--- config.mk ---
export PLATFORM = sky130hd
export DESIGN_NAME = reorder_buffer
export DESIGN_NICKNAME = d
export VERILOG_FILES = /design/src/rtl/reorder_buffer.sv
export SDC_FILE = /design/constraint.sdc
export NUM_CORES = 2
export LEC_CHECK = 0
export BUFFER_PORTS_ARGS = -buffer_cell sky130_fd_sc_hd__buf_2
export CORE_MARGIN = 2
export CORE_UTILIZATION = 56
export DETAILED_ROUTE_END_ITERATION = 8
export PLACE_DENSITY_LB_ADDON = 0.3
export SLEW_MARGIN = 20
export SYNTH_ARGS = -nofsm -noshare
export SYNTH_HDL_FRONTEND = slang
export SYNTH_SLANG_ARGS = --single-unit
--- constraint.sdc ---
create_clock -name clk -period 4.9 [get_ports clk]
set_input_delay 0.49 -clock clk [delete_from_list [all_inputs] [get_ports clk]]
set_output_delay 0.49 -clock clk [all_outputs]
set_load 0.05 [all_outputs]
--- src/rtl/reorder_buffer.sv ---
`default_nettype none
// +----------------------------------------------------------------------------+
// | reorder_buffer : circular in-order commit buffer with CDB writeback,        |
// | operand query and branch-mispredict roll-back.                              |
// | Optional macro ROB_QUERY_BYPASS_EN forwards the CDB into the query ports.   |
// | Revision: 1.0                                                               |
// +----------------------------------------------------------------------------+
module reorder_buffer #(
  parameter int ROB_DEPTH = 16
) (
  input  logic                         clk,
  input  logic                         rst,
  input  logic                         rdy,
  input  logic                         ID_issue_valid,
  input  logic                         ID_has_rd,
  input  logic [4:0]                   ID_rd,
  input  logic                         ID_is_branch,
  input  logic                         ID_pred_taken,
  input  logic [31:0]                  ID_alt_pc,
  output logic                         ROB_full,
  output logic [$clog2(ROB_DEPTH)-1:0] ROB_rd_ROB_id,
  input  logic                         CDB_valid,
  input  logic [$clog2(ROB_DEPTH)-1:0] CDB_ROB_id,
  input  logic [31:0]                  CDB_value,
  input  logic                         CDB_taken,
  output logic                         ROB_input_valid,
  output logic [4:0]                   ROB_rd,
  output logic [31:0]                  ROB_value,
  output logic [$clog2(ROB_DEPTH)-1:0] ROB_commit_ROB_id,
  input  logic [$clog2(ROB_DEPTH)-1:0] QRY_id1,
  input  logic [$clog2(ROB_DEPTH)-1:0] QRY_id2,
  output logic                         QRY_ready1,
  output logic                         QRY_ready2,
  output logic [31:0]                  QRY_value1,
  output logic [31:0]                  QRY_value2,
  output logic                         ROB_roll_back_flag,
  output logic [31:0]                  ROB_roll_back_pc
);

  localparam int               c_IDW   = $clog2(ROB_DEPTH);
  localparam int               c_CW    = c_IDW + 1;
  localparam logic [c_CW-1:0]  c_DEPTH = c_CW'(ROB_DEPTH);

  logic [c_IDW-1:0]     r_head, r_tail;
  logic [c_CW-1:0]      r_count;
  logic [ROB_DEPTH-1:0] r_busy, r_ready, r_has_rd, r_is_branch, r_pred, r_taken;
  logic [4:0]           r_rd     [ROB_DEPTH];
  logic [31:0]          r_value  [ROB_DEPTH];
  logic [31:0]          r_alt_pc [ROB_DEPTH];

  logic                 r_input_valid, r_roll_back;
  logic [4:0]           r_out_rd;
  logic [31:0]          r_out_value, r_roll_back_pc;
  logic [c_IDW-1:0]     r_commit_id;

  logic w_full, w_commit, w_mispredict, w_issue, w_cdb;

  assign w_full       = (r_count == c_DEPTH);
  assign w_commit     = rdy && (r_count != '0) && r_ready[r_head];
  assign w_mispredict = w_commit && r_is_branch[r_head] &&
                        (r_taken[r_head] != r_pred[r_head]);
  // A full buffer refuses issue even when the head retires in the same cycle.
  assign w_issue      = rdy && ID_issue_valid && !w_full && !w_mispredict;
  assign w_cdb        = rdy && CDB_valid && r_busy[CDB_ROB_id];

  always_ff @(posedge clk) begin
    if (!rst) begin
      r_head         <= '0;
      r_tail         <= '0;
      r_count        <= '0;
      r_busy         <= '0;
      r_ready        <= '0;
      r_input_valid  <= 1'b0;
      r_roll_back    <= 1'b0;
      r_out_rd       <= '0;
      r_out_value    <= '0;
      r_commit_id    <= '0;
      r_roll_back_pc <= '0;
    end else if (!rdy) begin
      r_input_valid  <= 1'b0;
      r_roll_back    <= 1'b0;
    end else begin
      r_input_valid <= w_commit && !r_is_branch[r_head] && r_has_rd[r_head] &&
                       (r_rd[r_head] != 5'd0);
      r_roll_back   <= w_mispredict;
      if (w_commit) begin
        r_out_rd    <= r_rd[r_head];
        r_out_value <= r_value[r_head];
        r_commit_id <= r_head;
      end
      if (w_mispredict) begin
        r_roll_back_pc <= r_alt_pc[r_head];
        r_head         <= '0;
        r_tail         <= '0;
        r_count        <= '0;
        r_busy         <= '0;
        r_ready        <= '0;
      end else begin
        if (w_cdb) begin
          r_ready[CDB_ROB_id] <= 1'b1;
          r_value[CDB_ROB_id] <= CDB_value;
          r_taken[CDB_ROB_id] <= CDB_taken;
        end
        // Retire clears after the CDB write so a late rewrite of the head cannot revive it.
        if (w_commit) begin
          r_busy[r_head]  <= 1'b0;
          r_ready[r_head] <= 1'b0;
          r_head          <= r_head + 1'b1;
        end
        if (w_issue) begin
          r_busy[r_tail]      <= 1'b1;
          r_ready[r_tail]     <= 1'b0;
          r_has_rd[r_tail]    <= ID_has_rd;
          r_rd[r_tail]        <= ID_rd;
          r_is_branch[r_tail] <= ID_is_branch;
          r_pred[r_tail]      <= ID_pred_taken;
          r_alt_pc[r_tail]    <= ID_alt_pc;
          r_tail              <= r_tail + 1'b1;
        end
        unique case ({w_issue, w_commit})
          2'b10:   r_count <= r_count + 1'b1;
          2'b01:   r_count <= r_count - 1'b1;
          default: r_count <= r_count;
        endcase
      end
    end
  end

  always_comb begin
    QRY_ready1 = r_busy[QRY_id1] & r_ready[QRY_id1];
    QRY_value1 = r_value[QRY_id1];
    QRY_ready2 = r_busy[QRY_id2] & r_ready[QRY_id2];
    QRY_value2 = r_value[QRY_id2];
`ifdef ROB_QUERY_BYPASS_EN
    if (CDB_valid && (CDB_ROB_id == QRY_id1)) begin
      QRY_ready1 = 1'b1;
      QRY_value1 = CDB_value;
    end
    if (CDB_valid && (CDB_ROB_id == QRY_id2)) begin
      QRY_ready2 = 1'b1;
      QRY_value2 = CDB_value;
    end
`else
`endif
  end

  assign ROB_full           = w_full;
  assign ROB_rd_ROB_id      = r_tail;
  assign ROB_input_valid    = r_input_valid;
  assign ROB_rd             = r_out_rd;
  assign ROB_value          = r_out_value;
  assign ROB_commit_ROB_id  = r_commit_id;
  assign ROB_roll_back_flag = r_roll_back;
  assign ROB_roll_back_pc   = r_roll_back_pc;

endmodule
`default_nettype wire

==> impl_metrics.ini <==
[worst_setup_path]
cp.arrival_ns = 4.55
cp-start-kind = flip-flop
critPathRequiredTime_ns = 5.32
critPathMaxFanout = 35
crit_type = reg -> reg
endpoint_kind = flip-flop

[timing]
rsz0062_at_grt = no
drv_slew = 0
hold_viol = 0
post-route-period-util_pct = 84.4
finalHoldWorstSlack_ns = 0.115
max_slew_margin_pct = 31.1
setup_slack_ns = 0.763
max_freq_ghz = 0.242
period_needed_ns = 4.14
setup_viol = 0
fin_tns_setup_ns = 0
fin_skew_ns = 0.0346
tightest_slew_ns = 1.01

[power]
power.internal_mw = 18.2
power_frac_comb_pct = 4.8
power_switching_mw = 4.93
p_leak_nw = 20.3
clockPowerShare_pct = 43.2
power.share.sequential_pct = 51.9
p_sw_share_pct = 21.3
total_power_mw = 23.2
vdd_drop_max_mv = 0.383
powerDensity_mw_per_mm2 = 356

[placement]
placed_cells = 4265
hpwl_mm = 87.5
io_buffers = 235
dpl_cell_area_sq_mm = 0.0606
gp_congestion = 0.921
pre_cts_ws_ns = 0.973

[logic_synthesis]
syn-cell-area_sq_mm = 0.0573
ys_ff_latch = 1292
async_flop_share_pct = 0
synth_edf_count = 1168
avgSynthCellArea_sq_um = 20.7
yosysWarnings = 0
synth_nets = 2876
syn-instance-count = 2776
synthFlopType = edfxtp_1
ys_seq_area_share_pct = 65.5
yosysUniqueCellTypes = 66

[run_status]
status = complete, no violations

[die]
initial_utilization_pct = 56.4
die-height_um = 324
io_pins = 236
die-area_sq_mm = 0.105
fp.coreArea_sq_mm = 0.102
num_rows = 117
die_w_um = 324

[final_layout]
drive_above_1_share_pct = 40.6
area.growth.synth_to_final_pct = 13.3
stdcell_count = 4511
mostFrequentLayoutCells = edfxtp_1 (1168), mux4_2 (689), buf_2 (229), clkbuf_16 (137)
final_common_cell = edfxtp_1
final_core_util_pct = 63.9
fin_area_sq_mm = 0.0650
nets = 3135

[detailed_routing]
post_drt_wl_per_cell_um = 33.5
vias = 31500
first_pass_iters = 6
drt-initial-drc-count = 3696
via_per_inst = 6.99
wl_mm = 151
antenna_left = 0
drc_errors = 0

[global_routing]
track_usage_pct = 29.6
grt_first_pass_wirelength_mm = 222
grt_max_degree = 84
antenna_found_initial = 14
grt_pass1_vias = 32900
grt_remaining_overflow = 0

[clocking]
htree_levels = 4
worstSkewPairLatency_ns = 0.75
clock_path_buffers = 3
cts-hold-fix-buffers = 0
cts_tree = built
numCtsBuffers = 135
clock-sinks = 1292
cts_resized = 0
clk_pin_slew_worst_paths_ns = 0.07
cts_setup_buffers = 0
cts-root-buf = clkbuf_16

[worst_hold_path]
hold_path.class = in -> reg

[run]
cap_violations = 0
## cells by family after synthesis
kind of cell,share of synthesized area [%]
buffers and inverters,1.68
XOR/XNOR,0.170
adder cells (fa/ha/maj),0.218
AND/OR/NAND/NOR,2.64
multiplexers,27.7
flip-flops,65.5
AO/OA/AOI/OAI,2.06
## synthesized netlist by cell type, types with 3 or more instances
cell	count	area share (%)
a211oi_1	5	0.065
a21oi_1	69	0.60
a221oi_2	4	0.10
a22oi_1	15	0.20
a311oi_1	14	0.21
a31oi_1	14	0.15
a41oi_1	3	0.046
and2_1	4	0.044
buf_1	52	0.34
buf_2	48	0.42
buf_4	5	0.065
buf_6	8	0.16
clkbuf_1	95	0.62
dfxtp_1	124	4.3
edfxtp_1	1168	61
ha_1	10	0.22
inv_1	10	0.065
mux2_2	3	0.059
mux2i_1	33	0.58
mux4_2	689	27
nand2_1	121	0.79
nand2_2	4	0.044
nand2b_1	8	0.087
nand3_1	22	0.19
nand4_1	8	0.087
nor2_1	119	0.78
nor2b_1	8	0.087
nor3_1	20	0.17
nor3b_1	4	0.052
o21ai_0	19	0.17
o21ai_1	6	0.052
o22ai_1	11	0.12
or2_2	5	0.055
xnor2_1	3	0.046
xor2_1	5	0.076
## power by group through the flow
stage	Clock [mW]	Combinational, mW	Sequential, mW
6_report	10.0	1.12	12.0
5_1_grt	10.6	1.18	12.0
4_1_cts	10.2	1.13	12.0
3_5_place_dp	0	1.12	12.3
3_3_place_gp	0	1.10	12.3
2_1_floorplan	0	0.705	12.3
## layer usage
metal	share of wire (%)	vias to the layer above	global-route usage, %
met3	9.3	366	5.63
met4	3.8	14	12.1
met2	51	2009	49.5
met5	0.051	-	0
li1	-	12500	-
met1	36	16700	38.6
## critical path, stage by stage, from the launching register on
cell and delay, ns:
dfxtp_4 0.71, nor2b_1 0.09, a2111oi_0 0.90, nor4_1 0.30, o21ai_0 0.57, o211ai_2 0.32, nor2_4 0.62, buf_12 0.28
## flip-flops by register name, indices dropped and copies added, names as in the netlist, named ones only
register            cells
r_head                  4
r_alt_pc              512
r_is_branch            16
r_busy                 16
r_rd                   80
ROB_roll_back_flag      1
ROB_commit_ROB_id       4
ROB_input_valid         1
ROB_rd_ROB_id           4
r_count                 5
r_value               512
r_has_rd               16
r_taken                16
r_ready                16
r_pred                 16
ROB_rd                  5
ROB_roll_back_pc       32
ROB_value              32
## cell type report
cell class / count / area [sq um]
fill: 6839 / 36600
multi-input combinational: 1265 / 19100
timing repair buffer: 330 / 2250
sequential: 1292 / 37600
clock inverter: 74 / 737
tap: 1368 / 1710
clock buffer: 167 / 3570
inverter: 11 / 43.8
antenna: 4 / 10.0
## path summary, 6_finish.rpt
kind | startpoint | endpoint | slack [ns] | depth (start not counted)
worst max register to register | r_head[1]$_SDFFE_PN0P_ | r_value[7][30]$_DFFE_PP_ | 0.76 | 7
worst min-delay path | ID_alt_pc[2] | r_alt_pc[9][2]$_DFFE_PP_ | 0.11 | 1
worst max-delay path | r_head[1]$_SDFFE_PN0P_ | r_value[7][30]$_DFFE_PP_ | 0.76 | 7
worst min register to register | ROB_value[6]$_SDFFE_PN0P_ | ROB_value[6]$_SDFFE_PN0P_ | 0.45 | 2
(Power assumes the default switching activity.)
